## config.mk

```make
export PLATFORM = sky130hd
export DESIGN_NAME = fir_tap_ctrl
export DESIGN_NICKNAME = d
export VERILOG_FILES = /design/src/rtl/fir_tap_ctrl.sv
export SDC_FILE = /design/constraint.sdc
export NUM_CORES = 1
export LEC_CHECK = 0
export CAP_MARGIN = 10
export CORE_MARGIN = 4
export CORE_UTILIZATION = 37
export CTS_CLUSTER_DIAMETER = 80
export CTS_CLUSTER_SIZE = 40
export DETAILED_ROUTE_END_ITERATION = 16
export GPL_TIMING_DRIVEN = 0
export PLACE_DENSITY_LB_ADDON = 0.2
export SETUP_SLACK_MARGIN = 0.02
export SLEW_MARGIN = 5
export SYNTH_ARGS = -nofsm -noshare
export SYNTH_HDL_FRONTEND = slang
export SYNTH_SLANG_ARGS = --single-unit
```

## constraint.sdc

```tcl
create_clock -name clk -period 3.9 [get_ports clk]
set_clock_uncertainty 0.2 [all_clocks]
set_input_delay 0.39 -clock clk [delete_from_list [all_inputs] [get_ports clk]]
set_output_delay 0.39 -clock clk [all_outputs]
set_load 0.02 [all_outputs]
```

## src/rtl/fir_tap_ctrl.sv

```systemverilog
// Tap-address sequencer for the FIR delay line: handshakes one sample in, sweeps taps newest→oldest, then holds result-valid.
// Optional FIR_TAP_CTRL_OVERLAP_EN lets a new sample be accepted in the same cycle the result is taken.
module fir_tap_ctrl #(
  parameter int dataWidth = 16,
  parameter int size      = 64,
  localparam int AW       = $clog2(size)
) (
  input  logic          clk,
  input  logic          rst,
  input  logic          in_valid,
  output logic          in_ready,
  input  logic [AW-1:0] taps_m1,
  output logic          sr_shift,
  output logic [AW-1:0] sr_address,
  output logic          mac_en,
  output logic          mac_first,
  output logic          mac_last,
  output logic          out_valid,
  input  logic          out_ready,
  output logic          busy
);

  typedef enum logic [1:0] {IDLE, SCAN, DONE} state_t;

  state_t        state, state_d;
  logic [AW-1:0] cnt, cnt_d;
  logic [AW-1:0] last_q, last_d;
  logic [AW-1:0] taps_lim;

  // dataWidth only documents the attached delay line; reject nonsense configurations at elaboration.
  if (dataWidth < 1 || size < 2) begin : g_bad_param
    $error("fir_tap_ctrl: dataWidth must be >= 1 and size >= 2");
  end

  // Clamping is only needed when the address field can encode taps beyond the delay-line depth.
  if (size < (2 ** AW)) begin : g_clamp
    assign taps_lim = (taps_m1 > AW'(size - 1)) ? AW'(size - 1) : taps_m1;
  end else begin : g_pass
    assign taps_lim = taps_m1;
  end

  always_ff @(posedge clk or posedge rst) begin
    if (rst) begin
      state  <= IDLE;
      cnt    <= '0;
      last_q <= '0;
    end else begin
      state  <= state_d;
      cnt    <= cnt_d;
      last_q <= last_d;
    end
  end

  always_comb begin
    state_d    = state;
    cnt_d      = cnt;
    last_d     = last_q;
    in_ready   = 1'b0;
    sr_shift   = 1'b0;
    sr_address = '0;
    mac_en     = 1'b0;
    mac_first  = 1'b0;
    mac_last   = 1'b0;
    out_valid  = 1'b0;
    unique case (state)
      IDLE: begin
        in_ready = 1'b1;
        sr_shift = in_valid;
        if (in_valid) begin
          last_d  = taps_lim;
          cnt_d   = '0;
          state_d = SCAN;
        end
      end
      SCAN: begin
        sr_address = cnt;
        mac_en     = 1'b1;
        mac_first  = (cnt == '0);
        mac_last   = (cnt == last_q);
        // cnt parks on the final tap so DONE keeps presenting the last address.
        if (cnt == last_q) begin
          state_d = DONE;
        end else begin
          cnt_d = cnt + 1'b1;
        end
      end
      DONE: begin
        out_valid  = 1'b1;
        sr_address = cnt;
`ifdef FIR_TAP_CTRL_OVERLAP_EN
        in_ready = out_ready;
        sr_shift = in_valid & out_ready;
        if (out_ready) begin
          if (in_valid) begin
            last_d  = taps_lim;
            cnt_d   = '0;
            state_d = SCAN;
          end else begin
            state_d = IDLE;
          end
        end
`else
        if (out_ready) begin
          state_d = IDLE;
        end
`endif
      end
      default: state_d = IDLE;
    endcase
    // The handshake outputs must stay low for as long as reset is held.
    if (rst) begin
      in_ready = 1'b0;
      sr_shift = 1'b0;
    end
  end

  assign busy = (state != IDLE);

endmodule

```

# Yosys cells after proc, flatten, opt, wreduce, memory -nomap -nowiden
# Cells that the tools add are included.
# word_totals
regBits	14
inputBits	10
out_inout_bits	13
elab_cells	35
# classes
n_addsub	1
eq_ne	7
muxes	16
reduce_logical	8
# ops
operator	n
6-bit two-way mux	3
6-bit case mux with 2 select lines	1
1-bit two-way mux	8
2-bit inequality test, second input constant	4
6-bit by 1-bit adder with 6-bit output, second input constant	1
6-bit equality test	1
6-bit zero test	1
2-bit two-way mux	3
2-bit case mux with 3 select lines	1
3-bit AND reduction	2
2-bit nonzero test	2
2-bit by 1-bit equality test with 1-bit output, second input constant	1
2-bit equality test, second input constant	1
2-bit zero test	1
2-bit AND reduction	1
2-bit OR reduction	1

# Longest topological paths before layout
# Gate-level depths: netlist (run 1).
# depth
word_depth	3
ltp_mapped	7
mapped_depth_nobuf	7

# Least setup slack after synthesis (run 1)
# No wires, ideal clock.
# synth_path
path_kind	register to output
startpoint	register cnt[0]
endpoint	output mac_first
t_arrival_ns	1.665
required_time_ns	3.310
setup_slack_ns	1.645
stages_incl_launch_ff	5
path_buffers	0
cell_sequence	dfrtp_1 > inv_1 > ha_1 > or4b_2 > nor3_1
# synth_between
elab_chain_len	2
# synth_rtl
element	line_no	source
start, declared	26	logic [AW-1:0] cnt, cnt_d;
start signal, assigned	49	cnt <= cnt_d;
6-bit zero test	78	mac_first = (cnt == '0);
1-bit two-way mux	65	unique case (state)
end, declared	16	output logic mac_first,
# No other way between the ends.

# Worst setup path in the final report (run 1)
# layout_path
startpoint	register cnt[1]
endpoint	output mac_first
# The elaborated chain is that of the path after synthesis.

==> results of run 1 <==
[critical path, delay by kind of cell (launching register included)]
kind | cells | cell delay (ns)
flip-flops | 1 | 0.48
AND/OR/NAND/NOR | 2 | 0.73
adder cells (fa/ha/maj) | 1 | 0.15
buffers and inverters | 2 | 0.73
[worst min-delay path by stage]
stage / endpoint / slack (ns) / depth (start not counted)
3_3_place_gp: last_q[3] / 0.31 / 1
6_report: cnt[1] / 0.29 / 2
5_1_grt: last_q[5] / 0.35 / 2
2_1_floorplan: cnt[0] / 0.08 / 1
3_5_place_dp: last_q[5] / 0.32 / 1
4_1_cts: cnt[1] / 0.31 / 2
[final cells by class]
class	instances	area [um^2]	share of cell area, %
Clock buffer	4	36.3	3.02
Buffer	2	10.0	0.834
Inverter	9	33.8	2.82
Multi-Input combinational cell	70	514	42.9
Sequential cell	14	350	29.2
Timing Repair Buffer	22	220	18.4
Tap cell	28	35.0	2.92
[flip-flops by register name (all words and copies together), names as in the netlist]
signal  cells
cnt         6
last_q      6
state       2
[kinds of logic after synthesis]
group	share of synthesized area [%]
AOI/OAI and AO/OA	9.92
xor gates and xnor gates	5.79
adders and majority gates	8.26
buffers and inverters	4.82
DFF	38.6
muxes	12.0
and+or+nand+nor	20.7
[routing by layer]
layer / vias to the layer above / wire length [um]
met2: 17 / 1020
met1: 383 / 848
met4: 0 / 14
met5: - / 0
met3: 2 / 90
li1: 378 / -
[through the flow]
stage	instances	utilization, %	instance area [um^2]
floorplan	95	-	908
global placement	145	51.1	1160
detailed placement	145	51.1	1160
CTS	149	52.7	1200
global route	149	52.7	1200
finish	149	52.7	1200
[synthesized netlist by cell type]
cell	count	area (um^2)
nor3_1	2	10.0
nand3_1	3	15.0
inv_1	9	33.8
or3_1	2	12.5
and3_1	2	12.5
or4b_2	1	10.0
nor2_1	8	30.0
o211ai_1	1	7.51
buf_2	2	10.0
dfrtp_1	14	350
nor3_2	1	10.0
a31oi_1	2	12.5
o21ai_1	2	10.0
nand2_1	7	26.3
mux2_2	6	67.6
a221o_1	1	10.0
xnor2_1	1	8.76
and2_1	5	31.3
nor4_1	1	6.26
o22a_1	1	8.76
a22o_1	1	8.76
a211o_1	1	8.76
and2_2	1	7.51
xor2_1	5	43.8
mux2_1	1	11.3
a21oi_1	1	5.00
ha_1	6	75.1
mux2i_1	3	30.0
nand3_2	1	10.0
o21ai_0	2	10.0
nand2b_1	1	6.26
a31o_1	1	8.76
[power breakdown]
part | internal (mW) | switching, mW
clock | 0.0568 | 0.0490
sequential | 0.205 | 0.0558
combinational | 0.247 | 0.294
==> impl_metrics.tcl, run 1 <==
set metrics [dict create \
    hold_ws_ns 0.285 \
    num_vias 780 \
    fp.dieH_um 57.6 \
    max_freq_mhz 337 \
    syn_nets 111 \
    gr-usage-met2_pct 22.4 \
    area_delta_synth_final_pct 32.1 \
    insertion_delay_ns 0.28 \
    synth.distinct_cells 32 \
    fillers 210 \
    grt_usage_pct 13.1 \
    post-cts-setup-buffer-count 0 \
    synth.cell_area_um2 908 \
    drv_cap 0 \
    cp-end-kind "primary output" \
    drc_errors 0 \
    diodes 0 \
    root_buffer "clkbuf_4" \
    crit_chain "inv_1, ha_1, or4b_2, nor3_1, clkdlybuf4s50_1" \
    tns_ns 0 \
    antenna_found_initial 0 \
    cts-hold-fix-buffers 0 \
    drive_above_1_share_pct 13.2 \
    nNetsFinal 138 \
    r2r_setup_slack_ns 1.77 \
    relSlewSlack_pct 53.6 \
    wl_um 1970 \
    place_ws_ns 1.18 \
    dr.first_iter.drc_count 18 \
    layout_setup_ws_ns 0.934 \
    gp_congestion 0.786 \
    grt_util_met3_pct 2.04 \
    r2r.worst_path.cells 6 \
    viasPerCell 5.23 \
    hp-class "input pin to async pin" \
    critPathLaunchType "flip-flop" \
    synth.avg_cell_area_um2 9.56 \
    worst_pin_slew_ns 0.688 \
    worstPathArrival_ns 2.38 \
    met1_usage_pct 16.4 \
    synth_warnings 0 \
    slew_violations 0 \
    ys_ff_latch 14 \
    start_util_pct 39.9 \
    drtPass1Iterations 4 \
    final_cell_mix "clkdlybuf4s50_1, dfrtp_1, inv_1" \
    worst-path-max-fanout 6 \
    r2r_start "state[1]" \
    grt_max_degree 16 \
    finalPower_uw 908 \
    outcome "finished, final reports clean" \
    cts_tree "yes" \
    synth_cells 95 \
    layout_commonest_cell "clkdlybuf4s50_1" \
    ios 23 \
    hold_viol_final 0 \
    hpwl_um 1560 \
    busiest_layer "met2" \
    drtAntennaViolNets 0 \
    core_um2 2280 \
    avgRoutedWirePerCell_um 13.2 \
    cpPeakStageDelay_ns 0.62 \
    cts_made_buffers 3 \
    worstSetupStartpoint "cnt[1]" \
    endpoint "mac_first" \
    required_ns 3.31 \
    grt_pass1_vias 742 \
    rows 17 \
    slowest_stage "clkdlybuf4s50_1" \
    r2r-end "cnt[5]" \
    path_clk_slew_ns 0.09 \
    numClockSinks 14 \
    rsz0062_at_grt "no" \
    port_buffers 22 \
    grt_pass1_wl_um 3380 \
    cts_resized 0 \
    clockBufferDepth 2 \
    die-width_um 57.6 \
    period_share_pct 76.0 \
    cts_max_level 1 \
    die-area_um2 3310 \
    power.density_nw_per_um2 757 \
    power.leakage_nw 0.561 \
    crit_type "flip-flop to primary output" \
    overflow 0 \
    setup_viol 0 \
    ys_seq_area_share_pct 38.6 \
    ir_drop_mv 0.396 \
    finalCriticalPeriod_ns 2.97 \
]
(Power assumes the default switching activity.)
==> run 2, diff against run 1 <==
==> constraint.sdc (replaced) <==
create_clock -name clk -period 2.5 [get_ports clk]
set_clock_uncertainty 0.2 [all_clocks]
set_input_delay 0.25 -clock clk [delete_from_list [all_inputs] [get_ports clk]]
set_output_delay 0.25 -clock clk [all_outputs]
set_load 0.02 [all_outputs]
==> run 2 against run 1 <==
Total power grew 63%. Setup slack lost 0.82 ns. Utilization grew 2.8 points. Register-to-register slack lost 1.3 ns. Sequential power grew 50%. Global-route usage grew 0.60 points. Flip-flop and latch count is the same. Non-clock buffer count grew 7. Clock power grew 57%. First-iteration DRC count grew 28%. Die area is the same. Combinational power grew 70%. Critical path type unchanged.
==> impl_metrics.tcl, run 2 (synthesis results as in run 1) <==
set metrics [dict create \
    hold_viol_final 0 \
    hp-class "input pin to async pin" \
    start_util_pct 39.9 \
    power.leakage_nw 0.592 \
    r2r.worst_path.cells 6 \
    die-width_um 57.6 \
    worst_pin_slew_ns 0.704 \
    drc_errors 0 \
    drtAntennaViolNets 0 \
    grt_pass1_wl_um 3540 \
    clockBufferDepth 2 \
    finalPower_mw 1.48 \
    num_vias 809 \
    seqCellArea_um2 353 \
    root_buffer "clkbuf_4" \
    final-instance-count-excl-fill 156 \
    place_ws_ns -0.0110 \
    die-area_um2 3310 \
    rows 17 \
    ios 23 \
    period_share_pct 95.4 \
    cts_made_buffers 3 \
    rsz0062_at_grt "no" \
    hpwl_um 1560 \
    gp_congestion 0.786 \
    fp.dieH_um 57.6 \
    cts_max_level 1 \
    antenna_found_initial 0 \
    final_util_pct 55.5 \
    path_clk_slew_ns 0.09 \
    relSlewSlack_pct 52.6 \
    required_ns 2.05 \
    port_buffers 22 \
    diodes 0 \
    cp-end-kind "primary output" \
    power.density_nw_per_um2 1170 \
    layout_setup_ws_ns 0.116 \
    drv_cap 0 \
    overflow 0 \
    critPathLaunchType "flip-flop" \
    area_delta_synth_final_pct 39.1 \
    finalCriticalPeriod_ns 2.38 \
    layout_commonest_cell "clkdlybuf4s50_1" \
    numClockSinks 14 \
    worst-path-max-fanout 3 \
    grt_max_degree 16 \
    dr.first_iter.drc_count 23 \
    insertion_delay_ns 0.28 \
    slew_violations 0 \
    max_freq_mhz 419 \
    grt_usage_pct 13.7 \
    fillers 207 \
    nNetsFinal 145 \
    ir_drop_mv 0.653 \
    crit_type "flip-flop to primary output" \
    drive_above_1_share_pct 22.7 \
    outcome "finished, final reports clean" \
    cts_tree "yes" \
    core_um2 2280 \
    final_cell_mix "clkdlybuf4s50_1, dfrtp_1, inv_1" \
    worstPathArrival_ns 1.93 \
    setup_viol 0 \
    wl_um 2120 \
    r2r_setup_slack_ns 0.47 \
    r2r-end "state[0]" \
    dp.cells 145 \
    r2r_start "cnt[1]" \
    grt_pass1_vias 768 \
    largest_registers "cnt x6, last_q x6, state x2" \
    drtPass1Iterations 4 \
    viasPerCell 5.19 \
    tns_ns 0 \
    multiInputGateArea_um2 519 \
    avgRoutedWirePerCell_um 13.6 \
]
[run 2: cell count changes in the layout (fill, tap and decap cells not counted), sizes merged]
| cell | change |
|---|---|
| buf | +7 |
| clkdlybuf4s15 | +1 |
| clkdlybuf4s50 | -2 |
| clkinvlp | +1 |
| dlygate4sd2 | +1 |
| inv | -1 |
[run 2: cell type report]
type                       count  area share (%)
multi-input combinational     70            41.1
sequential                    14            27.9
timing repair buffer          29            21.6
inverter                       9            2.97
clock buffer                   4            2.87
tap                           28            2.77
buffer                         2           0.792
[run 2: critical path: stages, from the launching register on]
cell             delay [ns]
dfrtp_2                0.43
inv_1                  0.08
ha_1                   0.14
or4b_2                 0.58
nor3_1                 0.14
clkdlybuf4s15_2        0.28
[run 2: per-stage QoR]
step | hold slack [ns] | area (um^2)
global placement | 0.310 | 1160
floorplan | -0.0553 | 908
finish | 0.139 | 1260
global route | 0.166 | 1260
CTS | 0.167 | 1210
detailed placement | 0.316 | 1160
[run 2: power breakdown]
| part | switching [mW] | leakage (nW) | internal, mW |
|---|---|---|---|
| Combinational | 0.502 | 0.397 | 0.420 |
| Clock | 0.0777 | 0.0210 | 0.0885 |
| Sequential | 0.0685 | 0.174 | 0.323 |
| Total | 0.648 | 0.592 | 0.832 |
[run 2: worst max-delay path by stage]
stage | end | slack [ns] | depth (start not counted) | start
2_1_floorplan | mac_first | 0.39 | 4 | cnt[0]
3_3_place_gp | mac_first | 0.02 | 5 | cnt[1]
3_5_place_dp | mac_first | -0.01 | 5 | cnt[1]
4_1_cts | mac_first | 0.04 | 5 | cnt[1]
5_1_grt | sr_address[0] | 0.05 | 4 | state[0]
6_report | mac_first | 0.12 | 5 | cnt[1]
[run 2: metal layers]
| metal | up-vias | GRT usage (%) | wire length (um) | part of all wire [%] |
|---|---|---|---|---|
| li1 | 393 | - | - | - |
| met1 | 396 | 16.9 | 871 | 41 |
| met2 | 18 | 23.9 | 1120 | 53 |
| met3 | 2 | 2.04 | 117 | 5.5 |
| met4 | 0 | 4.97 | 14 | 0.66 |
| met5 | - | 0 | 0 | 0 |
[run 2: what timing repair did]
action / 4_1_cts / 5_1_grt
gates resized for setup: 9 / 1
setup buffers: 1 / 6
endpoints found under the setup margin: 2 / 2
hold buffers: 0 / 0
pin swaps: 1 / 0
==> run 3, diff against run 2 <==
--- a/config.mk
+++ b/config.mk
@@ -5,6 +5,7 @@
 export SDC_FILE = /design/constraint.sdc
 export NUM_CORES = 1
 export LEC_CHECK = 0
+export ABC_AREA = 1
 export CAP_MARGIN = 10
 export CORE_MARGIN = 4
 export CORE_UTILIZATION = 37
==> run 3 against run 2 <==
Sequential share of layout area decreased by 0.41 points. Final cell count increased by 26%. Sequential power decreased by 9.9%. Hold slack improved by 0.026 ns. Non-clock buffer count shrank 6. Critical path depth stayed put. Clock power increased by 2%. Global-route usage increased by 2.1 points. Largest power group unchanged.
==> impl_metrics.tcl, run 3 <==
set metrics [dict create \
    p_comb_share_pct 56.2 \
    grt_pass1_wl_um 4200 \
    root_buffer "clkbuf_4" \
    cts_made_buffers 3 \
    die-area_um2 3550 \
    ir_drop_mv 0.550 \
    core_um2 2500 \
    tns_ns 0 \
    ys_seq_area_share_pct 35.6 \
    area_delta_synth_final_pct 30.4 \
    rsz0062_at_grt "no" \
    gp_congestion 0.772 \
    grt_usage_pct 15.8 \
    max_freq_mhz 430 \
    drc_errors 0 \
    synth.cell_area_um2 983 \
    synth.avg_cell_area_um2 6.97 \
    design_area_um2 1280 \
    critPathLaunchType "flip-flop" \
    synth_edf_count 0 \
    num_vias 943 \
    rows 18 \
    hpwl_um 1820 \
    worstPathArrival_ns 1.87 \
    place_ws_ns 0.138 \
    synth.most_common_cell "nand2_1" \
    synth_cells 141 \
    relSlewSlack_pct 62.0 \
    cts-hold-fix-buffers 0 \
    dpl_cell_area_um2 1240 \
    synth_top_area_share_pct 35.6 \
    insertion_delay_ns 0.29 \
    fp.dieH_um 59.6 \
    synth_warnings 0 \
    power_frac_clock_pct 14.2 \
    drv_cap 0 \
    overflow 0 \
    power.density_nw_per_um2 930 \
    required_ns 2.05 \
    layout_commonest_cell "nand2_1" \
    hold_viol_final 0 \
    path_clk_slew_ns 0.10 \
    drtPass1Iterations 4 \
    port_buffers 22 \
    numClockSinks 14 \
    setup_viol 0 \
    synthArstFlopShare_pct 100 \
    worst-path-max-fanout 6 \
    seqPwrFrac_pct 29.6 \
    outcome "finished, final reports clean" \
    power.leakage_nw 0.697 \
    yosysTopAreaCell "dfrtp_1" \
    met1_usage_pct 19.5 \
    synthTopCellsByCount "nand2_1, inv_1, dfrtp_1" \
    ios 23 \
    wl_um 2310 \
    gr-usage-met2_pct 27.8 \
    cts_max_level 1 \
    hold_ws_ns 0.164 \
    period_share_pct 93.0 \
    cts_tree "yes" \
    syn_nets 157 \
    slew_violations 0 \
    final_cell_mix "nand2_1, inv_1, clkdlybuf4s50_1" \
    antenna_found_initial 0 \
    die-width_um 59.6 \
    grt_util_met3_pct 1.96 \
    p_switching_uw 554 \
    start_util_pct 39.3 \
    worst_pin_slew_ns 0.570 \
    ys_ff_latch 14 \
    busiest_layer "met2" \
    synth.distinct_cells 21 \
    drive_above_1_share_pct 13.8 \
    hp-class "input pin to async pin" \
    finalCriticalPeriod_ns 2.32 \
    p_int_uw 639 \
    grt_pass1_vias 973 \
    crit_type "flip-flop to primary output" \
    nNetsFinal 184 \
    ys.flop_type "dfrtp_1" \
    clockBufferDepth 2 \
    viasPerCell 4.79 \
    diodes 0 \
    drtAntennaViolNets 0 \
    layout_setup_ws_ns 0.175 \
    synth_area_leaders "dfrtp_1, nand2_1, ha_1, inv_1, nor2_1" \
    netSwitchingFraction_pct 46.5 \
    cp-end-kind "primary output" \
    avgRoutedWirePerCell_um 11.7 \
    post-cts-setup-buffer-count 0 \
    dr.first_iter.drc_count 13 \
    largest_registers "cnt x6, last_q x6, state x2" \
    grt_max_degree 15 \
]
[run 3: cell count changes in the layout (fill, tap and decap cells not counted), moves of 3 or more]
cell,previous run,this run
inv_1,8,20
nor2_4,0,3
mux2_2,6,0
inv_2,0,4
xor2_1,5,0
nand2_1,7,47
nand4_1,0,3
mux2i_1,3,0
nand3_1,3,7
nor2_1,7,13
and2_1,5,0
a21oi_1,1,9
buf_4,7,2
[run 3: stage by stage]
step           cells  util (%)  power [mW]
2_1_floorplan    141         -       0.833
4_1_cts          197      51.1        1.20
3_3_place_gp     193      49.6        1.01
5_1_grt          197      51.3        1.31
6_report         197      51.3        1.19
3_5_place_dp     193      49.6        1.04
[run 3: metal layers]
metal / vias up / wire (um)
met5: - / 0
met4: 0 / 29
met3: 4 / 78
met2: 21 / 1170
met1: 431 / 1040
li1: 487 / -
[run 3: path summary, 6_finish.rpt]
| path | end | cells after the start | slack, ns | from |
|---|---|---|---|---|
| max | sr_address[0] | 5 | 0.18 | state[1] |
| min | last_q[1] | 2 | 0.16 | rst |
| max reg2reg | cnt[0] | 8 | 0.71 | state[1] |
| min reg2reg | state[0] | 2 | 0.32 | state[0] |
| max in group asynchronous | cnt[3] | 2 | 1.52 | rst |
| min in group clk | state[0] | 2 | 0.32 | state[0] |
[run 3: layout make-up]
class / count / area (um^2)
fill: 260 / 1220
multi-input combinational: 99 / 523
sequential: 14 / 353
timing repair buffer: 22 / 219
inverter: 25 / 93.8
tap: 30 / 37.5
clock buffer: 4 / 36.3
buffer: 3 / 20.0
[run 3: cells by family after synthesis]
| kind of cell | synth area share (%) |
|---|---|
| AOI/OAI and AO/OA | 6.74 |
| buffers and inverters | 11.4 |
| DFF | 35.6 |
| and+or+nand+nor | 38.5 |
| adders and majority gates | 7.63 |
[run 3: critical path: stages (launching register included)]
cell	delay, ns
dfrtp_1	0.38
inv_1	0.09
ha_2	0.40
nand2_1	0.07
inv_1	0.05
clkdlybuf4s50_1	0.59
[run 3: repair_timing]
| action | in CTS | in global routing |
|---|---|---|
| resized for setup | 6 | 2 |
| endpoints found under the setup margin | 3 | 6 |
| gates cloned | 0 | 0 |
[run 3: power groups by stage]
| stage | clock network, mW | registers (mW) | logic, mW |
|---|---|---|---|
| 2_1_floorplan | 0 | 0.342 | 0.491 |
| 3_3_place_gp | 0 | 0.356 | 0.659 |
| 3_5_place_dp | 0 | 0.358 | 0.679 |
| 4_1_cts | 0.172 | 0.354 | 0.676 |
| 5_1_grt | 0.182 | 0.370 | 0.759 |
| 6_report | 0.170 | 0.353 | 0.671 |
